File: config.mk
export PLATFORM = sky130hd
export DESIGN_NAME = guess_game_ctrl
export DESIGN_NICKNAME = d
export VERILOG_FILES = /design/src/rtl/guess_game_ctrl.sv
export SDC_FILE = /design/constraint.sdc
export NUM_CORES = 1
export LEC_CHECK = 0
export ABC_AREA = 1
export BUFFER_PORTS_ARGS = -buffer_cell sky130_fd_sc_hd__buf_2
export CORE_MARGIN = 2
export CORE_UTILIZATION = 57
export DETAILED_ROUTE_END_ITERATION = 7
export PLACE_DENSITY = 0.81
export RECOVER_POWER = 100
export SLEW_MARGIN = 5
export SYNTH_ARGS = -nofsm -noshare
export SYNTH_HDL_FRONTEND = slang
export SYNTH_SLANG_ARGS = --single-unit
File: constraint.sdc
create_clock -name clk -period 4.8 [get_ports clk]
set_clock_uncertainty 0.2 [all_clocks]
set_input_delay 0.24 -clock clk [delete_from_list [all_inputs] [get_ports clk]]
set_output_delay 0.24 -clock clk [all_outputs]
set_load 0.03 [all_outputs]
File: src/rtl/guess_game_ctrl.sv
// Round sequencer for the binary guessing game: latches a pseudo-random value,
// blinks it on the LEDs, takes up to MAX_TRIES guesses and reports win or loss.
module guess_game_ctrl #(
  parameter int BLINK_TICKS = 4,
  parameter int SHOW_BLINKS = 3,
  parameter int MAX_TRIES   = 3
) (
  input  logic       clk,
  input  logic       reset,
  input  logic       start,
  input  logic       submit,
  input  logic [3:0] guess,
  output logic [3:0] system_val,
  output logic       show_en,
  output logic       hint_high,
  output logic       hint_low,
  output logic [1:0] tries_left,
  output logic       win,
  output logic       lose,
  output logic [2:0] state_dbg
);

  localparam int BW = (BLINK_TICKS > 1) ? $clog2(BLINK_TICKS) : 1;
  localparam int HW = $clog2(2 * SHOW_BLINKS + 1);

  localparam logic [BW-1:0] BLINK_LAST = BW'(BLINK_TICKS - 1);
  localparam logic [HW-1:0] HALF_LAST  = HW'(2 * SHOW_BLINKS);
  localparam logic [1:0]    TRIES_INIT = 2'(MAX_TRIES);

  typedef enum logic [2:0] {
    S_IDLE  = 3'd0,
    S_SHOW  = 3'd1,
    S_GUESS = 3'd2,
    S_WIN   = 3'd3,
    S_LOSE  = 3'd4
  } state_e;

  state_e          state_q, state_d;
  logic [3:0]      entropy_q, entropy_d;
  logic [BW-1:0]   blink_q, blink_d;
  logic [HW-1:0]   half_q, half_d;
  logic [3:0]      val_q, val_d;
  logic            show_q, show_d;
  logic            hh_q, hh_d;
  logic            hl_q, hl_d;
  logic [1:0]      tries_q, tries_d;
  logic            win_q, win_d;
  logic            lose_q, lose_d;
  logic            start_round;

  always_ff @(posedge clk or posedge reset) begin
    if (reset) begin
      state_q   <= S_IDLE;
      entropy_q <= 4'd0;
      blink_q   <= '0;
      half_q    <= '0;
      val_q     <= 4'd0;
      show_q    <= 1'b0;
      hh_q      <= 1'b0;
      hl_q      <= 1'b0;
      tries_q   <= 2'd0;
      win_q     <= 1'b0;
      lose_q    <= 1'b0;
    end else begin
      state_q   <= state_d;
      entropy_q <= entropy_d;
      blink_q   <= blink_d;
      half_q    <= half_d;
      val_q     <= val_d;
      show_q    <= show_d;
      hh_q      <= hh_d;
      hl_q      <= hl_d;
      tries_q   <= tries_d;
      win_q     <= win_d;
      lose_q    <= lose_d;
    end
  end

  // start and submit are one-cycle pulses with no handshake back; a pulse is
  // acted on only in the states that accept it and is otherwise dropped.
  always_comb begin
    state_d     = state_q;
    entropy_d   = entropy_q + 4'd1;
    blink_d     = blink_q;
    half_d      = half_q;
    val_d       = val_q;
    show_d      = show_q;
    hh_d        = hh_q;
    hl_d        = hl_q;
    tries_d     = tries_q;
    win_d       = win_q;
    lose_d      = lose_q;
    start_round = 1'b0;

    case (state_q)
      S_IDLE, S_WIN, S_LOSE: begin
        start_round = start;
      end

      S_SHOW: begin
        if (blink_q == BLINK_LAST) begin
          blink_d = '0;
          show_d  = ~show_q;
          half_d  = half_q + HW'(1);
          if (half_d == HALF_LAST) begin
            state_d = S_GUESS;
            show_d  = 1'b0;
          end
        end else begin
          blink_d = blink_q + BW'(1);
        end
      end

      S_GUESS: begin
        show_d = 1'b0;
        if (submit) begin
          if (guess == val_q) begin
            state_d = S_WIN;
            win_d   = 1'b1;
            hh_d    = 1'b0;
            hl_d    = 1'b0;
            show_d  = 1'b1;
          end else begin
            hh_d = (guess > val_q);
            hl_d = (guess < val_q);
            if (tries_q > 2'd1) begin
              tries_d = tries_q - 2'd1;
            end else begin
              // Last try spent: reveal the value and stop accepting guesses.
              tries_d = 2'd0;
              state_d = S_LOSE;
              lose_d  = 1'b1;
              show_d  = 1'b1;
            end
          end
        end
      end

      default: begin
        state_d = S_IDLE;
        show_d  = 1'b0;
        hh_d    = 1'b0;
        hl_d    = 1'b0;
        tries_d = 2'd0;
        win_d   = 1'b0;
        lose_d  = 1'b0;
      end
    endcase

    // The entropy sample is the counter value seen on the start cycle itself.
    if (start_round) begin
      state_d = S_SHOW;
      val_d   = entropy_q;
      tries_d = TRIES_INIT;
      hh_d    = 1'b0;
      hl_d    = 1'b0;
      win_d   = 1'b0;
      lose_d  = 1'b0;
      show_d  = 1'b1;
      blink_d = '0;
      half_d  = '0;
    end
  end

  assign system_val = val_q;
  assign show_en    = show_q;
  assign hint_high  = hh_q;
  assign hint_low   = hl_q;
  assign tries_left = tries_q;
  assign win        = win_q;
  assign lose       = lose_q;
  assign state_dbg  = state_q;

endmodule
* Yosys cells after proc, flatten, opt, wreduce, memory -nomap -nowiden *
Cells that the tools add are included.

word-level totals
  flip-flop bits (word level) = 23
  bits of input ports = 8
  output and inout bits = 14
  word-level logic and storage cells = 90

operators by class
  add/subtract/negate cells = 4
  $lt $le $gt $ge = 3
  equality and inequality tests = 16
  multiplexer cells = 43
  bitwise gates (word level) = 1
  reduce and logical (&&, ||, !) cells = 12

operators by type and width
  cell                 count
  $mux 3               9
  $mux 1               20
  $ne 3x3->1 const B   6
  $mux 2               7
  $pmux 3 s3           1
  $pmux 1 s2           4
  $eq 3x2->1 const B   2
  $eq 3x3->1 const B   2
  $reduce_and 2->1     3
  $reduce_and 3->1     2
  $reduce_and 5->1     1
  $add 4x1->4 const B  1
  $eq 4x4->1           1
  $gt 4x4->1           1
  $lt 4x4->1           1
  $ne 4x4->1 const B   1
  $pmux 2 s2           1
  $reduce_and 4->1     1
  $reduce_bool 2->1    2
  $reduce_or 4->1      1
  $add 3x1->3 const B  1
  $eq 3x1->1 const B   1
  $logic_not 3->1      1
  $pmux 1 s3           1
  8 further kinds      8

* Logic depth before layout (Yosys ltp) *
  depth after elaboration = 6
  mapped depth = 10
  gate-level depth less buffers = 10

* Least setup slack after synthesis *
OpenSTA, ideal clock, no wires.

  kind = reg-to-reg
  start = reg val_q[3] (netlist: system_val[3])
  end = reg state_q[2] (netlist: state_dbg[2])
  setup time = 0.120 ns
  arrival = 1.567 ns
  data required time = 4.480 ns
  slack = 2.913 ns
  cell stages (with the launch flop) = 10
  path buffers = 0
  clock period less this slack = 1.887 ns
  path through = dfrtp_1 > inv_1 > ha_1 > nand2_1 > o21ai_0 > nor2_1 > nor2_1 > nand3_2 > nand2_1 > nand2_1

on the way
  longest elaborated chain between the ends = 5
  elaborated cells on any way between the ends = 7
  those cells by class = eq/ne: 2; mux: 4; reduce/logical: 1

RTL lines
  what                      line  source
  start: declaration        42    logic [3:0] val_q, val_d;
  start signal: assignment  69    val_q <= val_d;
  $eq 4x4->1 *              117   if (guess == val_q) begin
  $mux 3                    117
  $mux 3                    116   if (submit) begin
  $pmux 3 s3                95    case (state_q)
  $mux 3                    151   if (start_round) begin
  end signal: assignment    65    state_q <= state_d;
  end: declaration          38    state_e state_q, state_d;

Every way passes the cells marked *; elsewhere a longest branch is shown, timed or not. The select of a mux whose other input is x is not followed.
A chain may end at the register's enable or synchronous reset.

* Worst setup path in the final report *
  start = reg state_q[0] (netlist: state_dbg[0])
  end = reg state_q[0] (netlist: state_dbg[0])

on the way
  longest elaborated chain between the ends = 5
  elaborated cells on any way between the ends = 15
  those cells by class = eq/ne: 9; mux: 3; reduce/logical: 3

RTL lines
  what                                          line
  $eq 3x2->1 (tied with other cells)            95
  $reduce_or 3->1                               95
  $mux 1                                        95
  $ne 4x4->1 (no line) (tied with other cells)  n/a
  $reduce_and 5->1 (no line)                    n/a

Several ways; a longest one is shown, not always the timed one.

==> impl_metrics.csv <==
group,metric,value,unit
finish,n_antenna_cell,0,
placed_design,port_buffers,21,
route,first_pass_iters,4,
sta,slew_viol_final,0,
route,routed-via-count,1037,
route,drtAntennaViolNets,0,
synth,netlist_area,0.001282,mm^2
cts,cts-root-buf,"clkbuf_4",
synth,synth_warnings,0,
cts,clock_sinks,23,
critical_path,cp_common_cell,"nand2_1",
sta,rsz0062_at_grt,"no",
die,fp.dieH,51.44,um
worst_hold_path,hold_path.class,"in2reg",
global_routing,grt_usage,0.2036,
critical_path,r2r-end,"state_dbg[0]",
synth,synthArstFlopShare,1.000,
sta,hold_ws,0.07357,ns
finish,fill_cells,211,
cts,clk_path_buf_depth,2,
die,ios,22,
route,drt_wl_total,2403,um
die,rows,17,
placed_design,dp_cells,198,
synth,synth_area_per_cell,8.550,um^2
global_routing,grt_pass1_vias,987,
cts,htree_num_levels,1,
finish,area_delta_synth_final,7.025,%
critical_path,cp_max_fo,15,
finish,nNetsFinal,192,
finish,fin_cells,203,
critical_path,critPathLaunch,"state_dbg[0]",
power,pwr_density_cell,597.9,mW/mm^2
synth,synth-seq-area-share,0.4488,
critical_path,setup.worst_path.start_class,"register",
route,drt_iter0_drc,17,
route,post-route-drc-count,0,
critical_path,worstPathBufferInverterCount,0,
run_status,status,"completed",
die,die_width,51.44,um
finish,layout-drive-gt1-share,0.09714,
finish,design_area,0.001373,mm^2
cts,post_cts_resized,0,
die,die_area,0.002646,mm^2
cts,clk_pin_slew,0.13,ns
worst_hold_path,hold_start,"start",
global_routing,grt_max_degree,24,
synth,syn-num-nets,166,
sta,slew_headroom,0.4308,
job,cap_violations,0,
sta,worst_pin_slew,0.8528,ns
critical_path,max_stage_delay,0.50,ns
sta,finalSetupViolCount,0,
sta,setup_tns,0,ns
finish,seqCellArea,575.6,um^2
route,routedWlPerCell,11.84,um
global_routing,antenna_found_initial,0,
critical_path,reg2reg_slack,2.62,ns
placed_design,hpwlAfterDp,1847,um
power,peakVddDrop,0.0002825,V
die,fp.coreArea,0.002170,mm^2
critical_path,path_cells,"nand2_1, o21ai_0, nand2_1, nand3_1, nand3_1, nand2_1, nand2_1",
finish,final_util,0.6326,
sta,final-hold-violation-count,0,
sta,max_freq,0.4577,GHz
critical_path,reg2reg_depth,7,
synth,synth_edf_count,0,
finish,multiInputGateArea,554.3,um^2
critical_path,path_delay_family,"simple AND/OR/NAND/NOR gates",
synth,synthFlopType,"dfrtp_1",
critical_path,cp_slowest_cell,"dfrtp_1",
critical_path,cp_data_arrival_time,2.20,ns
global_routing,grt.overflow.total,0,
cts,clkLatencyLatePin,0.32,ns
synth,synth_seq_cells,23,
cts,cts_buffers,3,
sta,finalCritPeriodShare,0.4552,
placed_design,place.gp.congestion,0.8738,
synth,syn_inst,150,
placed_design,placed_cell_area,0.001411,mm^2
synth,synth.distinct_cells,26,
critical_path,worstReg2RegStart,"state_dbg[0]",
cts,cts_tree,"built",
global_routing,grt_pass1_wl,4022,um
critical_path,required,4.82,ns
sta,min_period,2.185,ns
route,viasPerCell,5.108,
worst_hold_path,hold_depth,4,
worst_hold_path,hold_end,"win",
critical_path,cp-end-kind,"register",
die,start_util,0.5911,
power,leakage,0.0007517,uW
critical_path,critPathKind,"reg2reg",
[area by class of cell]
| class | instances | area share |
|---|---|---|
| Sequential cell | 23 | 0.4193 |
| Timing Repair Buffer | 22 | 0.07110 |
| Clock buffer | 3 | 0.01641 |
| Clock inverter | 1 | 0.003646 |
| Tap cell | 28 | 0.02552 |
| Inverter | 22 | 0.06016 |
| Multi-Input combinational cell | 104 | 0.4038 |
[sequential cells by signal, summed over array words and instances (netlist names)]
name and count:
blink_q 2, entropy_q 4, half_q 3, hint_high 1
hint_low 1, lose 1, show_en 1, state_dbg 3
system_val 4, tries_left 2, win 1
[cell usage in the layout (no fill, tap or decap)]
master,count
buf_2,7
nand2_2,3
o21ai_0,8
a22oi_1,1
dlygate4sd3_1,1
o21ai_1,1
nand3_1,10
nand2_1,46
a21oi_1,6
clkinv_2,1
nor3_1,1
mux2i_1,1
clkbuf_4,3
inv_1,21
dfrtp_1,23
o22ai_1,2
ha_1,8
nor2_1,8
xor2_1,2
o21ai_2,1
nand3b_1,2
nand4_1,2
nor2_4,1
clkbuf_1,14
o211ai_1,1
inv_2,1
[worst register-to-register path, delay by kind of cell, from the launching register on]
family / cells / cell delay [ns]
compound gates: 1 / 0.27
simple gates: 6 / 1.12
flops: 1 / 0.50
[cells by family (layout without fill, tap and decap cells)]
logic type	after synthesis	after routing	synth area share
AOI/OAI and AO/OA	20	20	0.09854
xor gates and xnor gates	2	2	0.01366
adders and majority gates	8	8	0.07805
buffers and inverters	23	48	0.07317
DFF	23	23	0.4488
muxes	1	1	0.007805
and+or+nand+nor	73	73	0.2800
[through the flow]
step	total power, uW	worst slack [ns]
after global routing	895.3	2.377
after global placement	757.8	3.054
after floorplan	669.8	2.913
after detailed placement	778.3	2.940
after CTS	869.6	2.927
final	820.6	2.615
[per-layer routing]
| layer | up-vias | routed length (um) | global-route usage | share of wire |
|---|---|---|---|---|
| li1 | 529 | - | - | - |
| met4 | 0 | 40 | 0.07018 | 0.017 |
| met1 | 485 | 1110 | 0.2467 | 0.46 |
| met5 | - | 0 | 0 | 0 |
| met3 | 5 | 75 | 0.03509 | 0.031 |
| met2 | 18 | 1177 | 0.3611 | 0.49 |
[cell usage after synthesis, types with 2 or more instances]
library cell | instances | share of area
dfrtp_1 | 23 | 0.45
a21oi_1 | 6 | 0.023
xor2_1 | 2 | 0.014
o21ai_0 | 5 | 0.020
nor2_4 | 2 | 0.018
inv_1 | 21 | 0.061
nand2_1 | 45 | 0.13
o21ai_1 | 2 | 0.0078
nor2_1 | 7 | 0.020
nand2_2 | 3 | 0.015
nand4_1 | 2 | 0.0098
ha_1 | 8 | 0.078
nand3b_1 | 2 | 0.012
o22ai_1 | 2 | 0.0098
o21ai_2 | 2 | 0.014
nand3_1 | 8 | 0.031
[power by group]
part           switching [uW]  total (uW)  internal [uW]
sequential               54.3         310            255
clock                    60.8        92.0           31.2
combinational             297         419            122
[worst max-delay path by stage]
| stage | end | cells past startpoint | slack, ns |
|---|---|---|---|
| after floorplan | state_dbg[2] | 9 | 2.91 |
| after global placement | state_dbg[2] | 9 | 3.05 |
| after detailed placement | state_dbg[0] | 9 | 2.94 |
| after CTS | state_dbg[0] | 9 | 2.93 |
| after global routing | state_dbg[1] | 7 | 2.38 |
| final | state_dbg[0] | 7 | 2.62 |
[what timing repair did]
action,4_1_cts,5_1_grt
setup endpoints to repair,0,0
buffers inserted,0,0
hold buffers,1,0
hold endpoints to repair,23,0
Note: power is estimated with default switching activity, not from simulation.
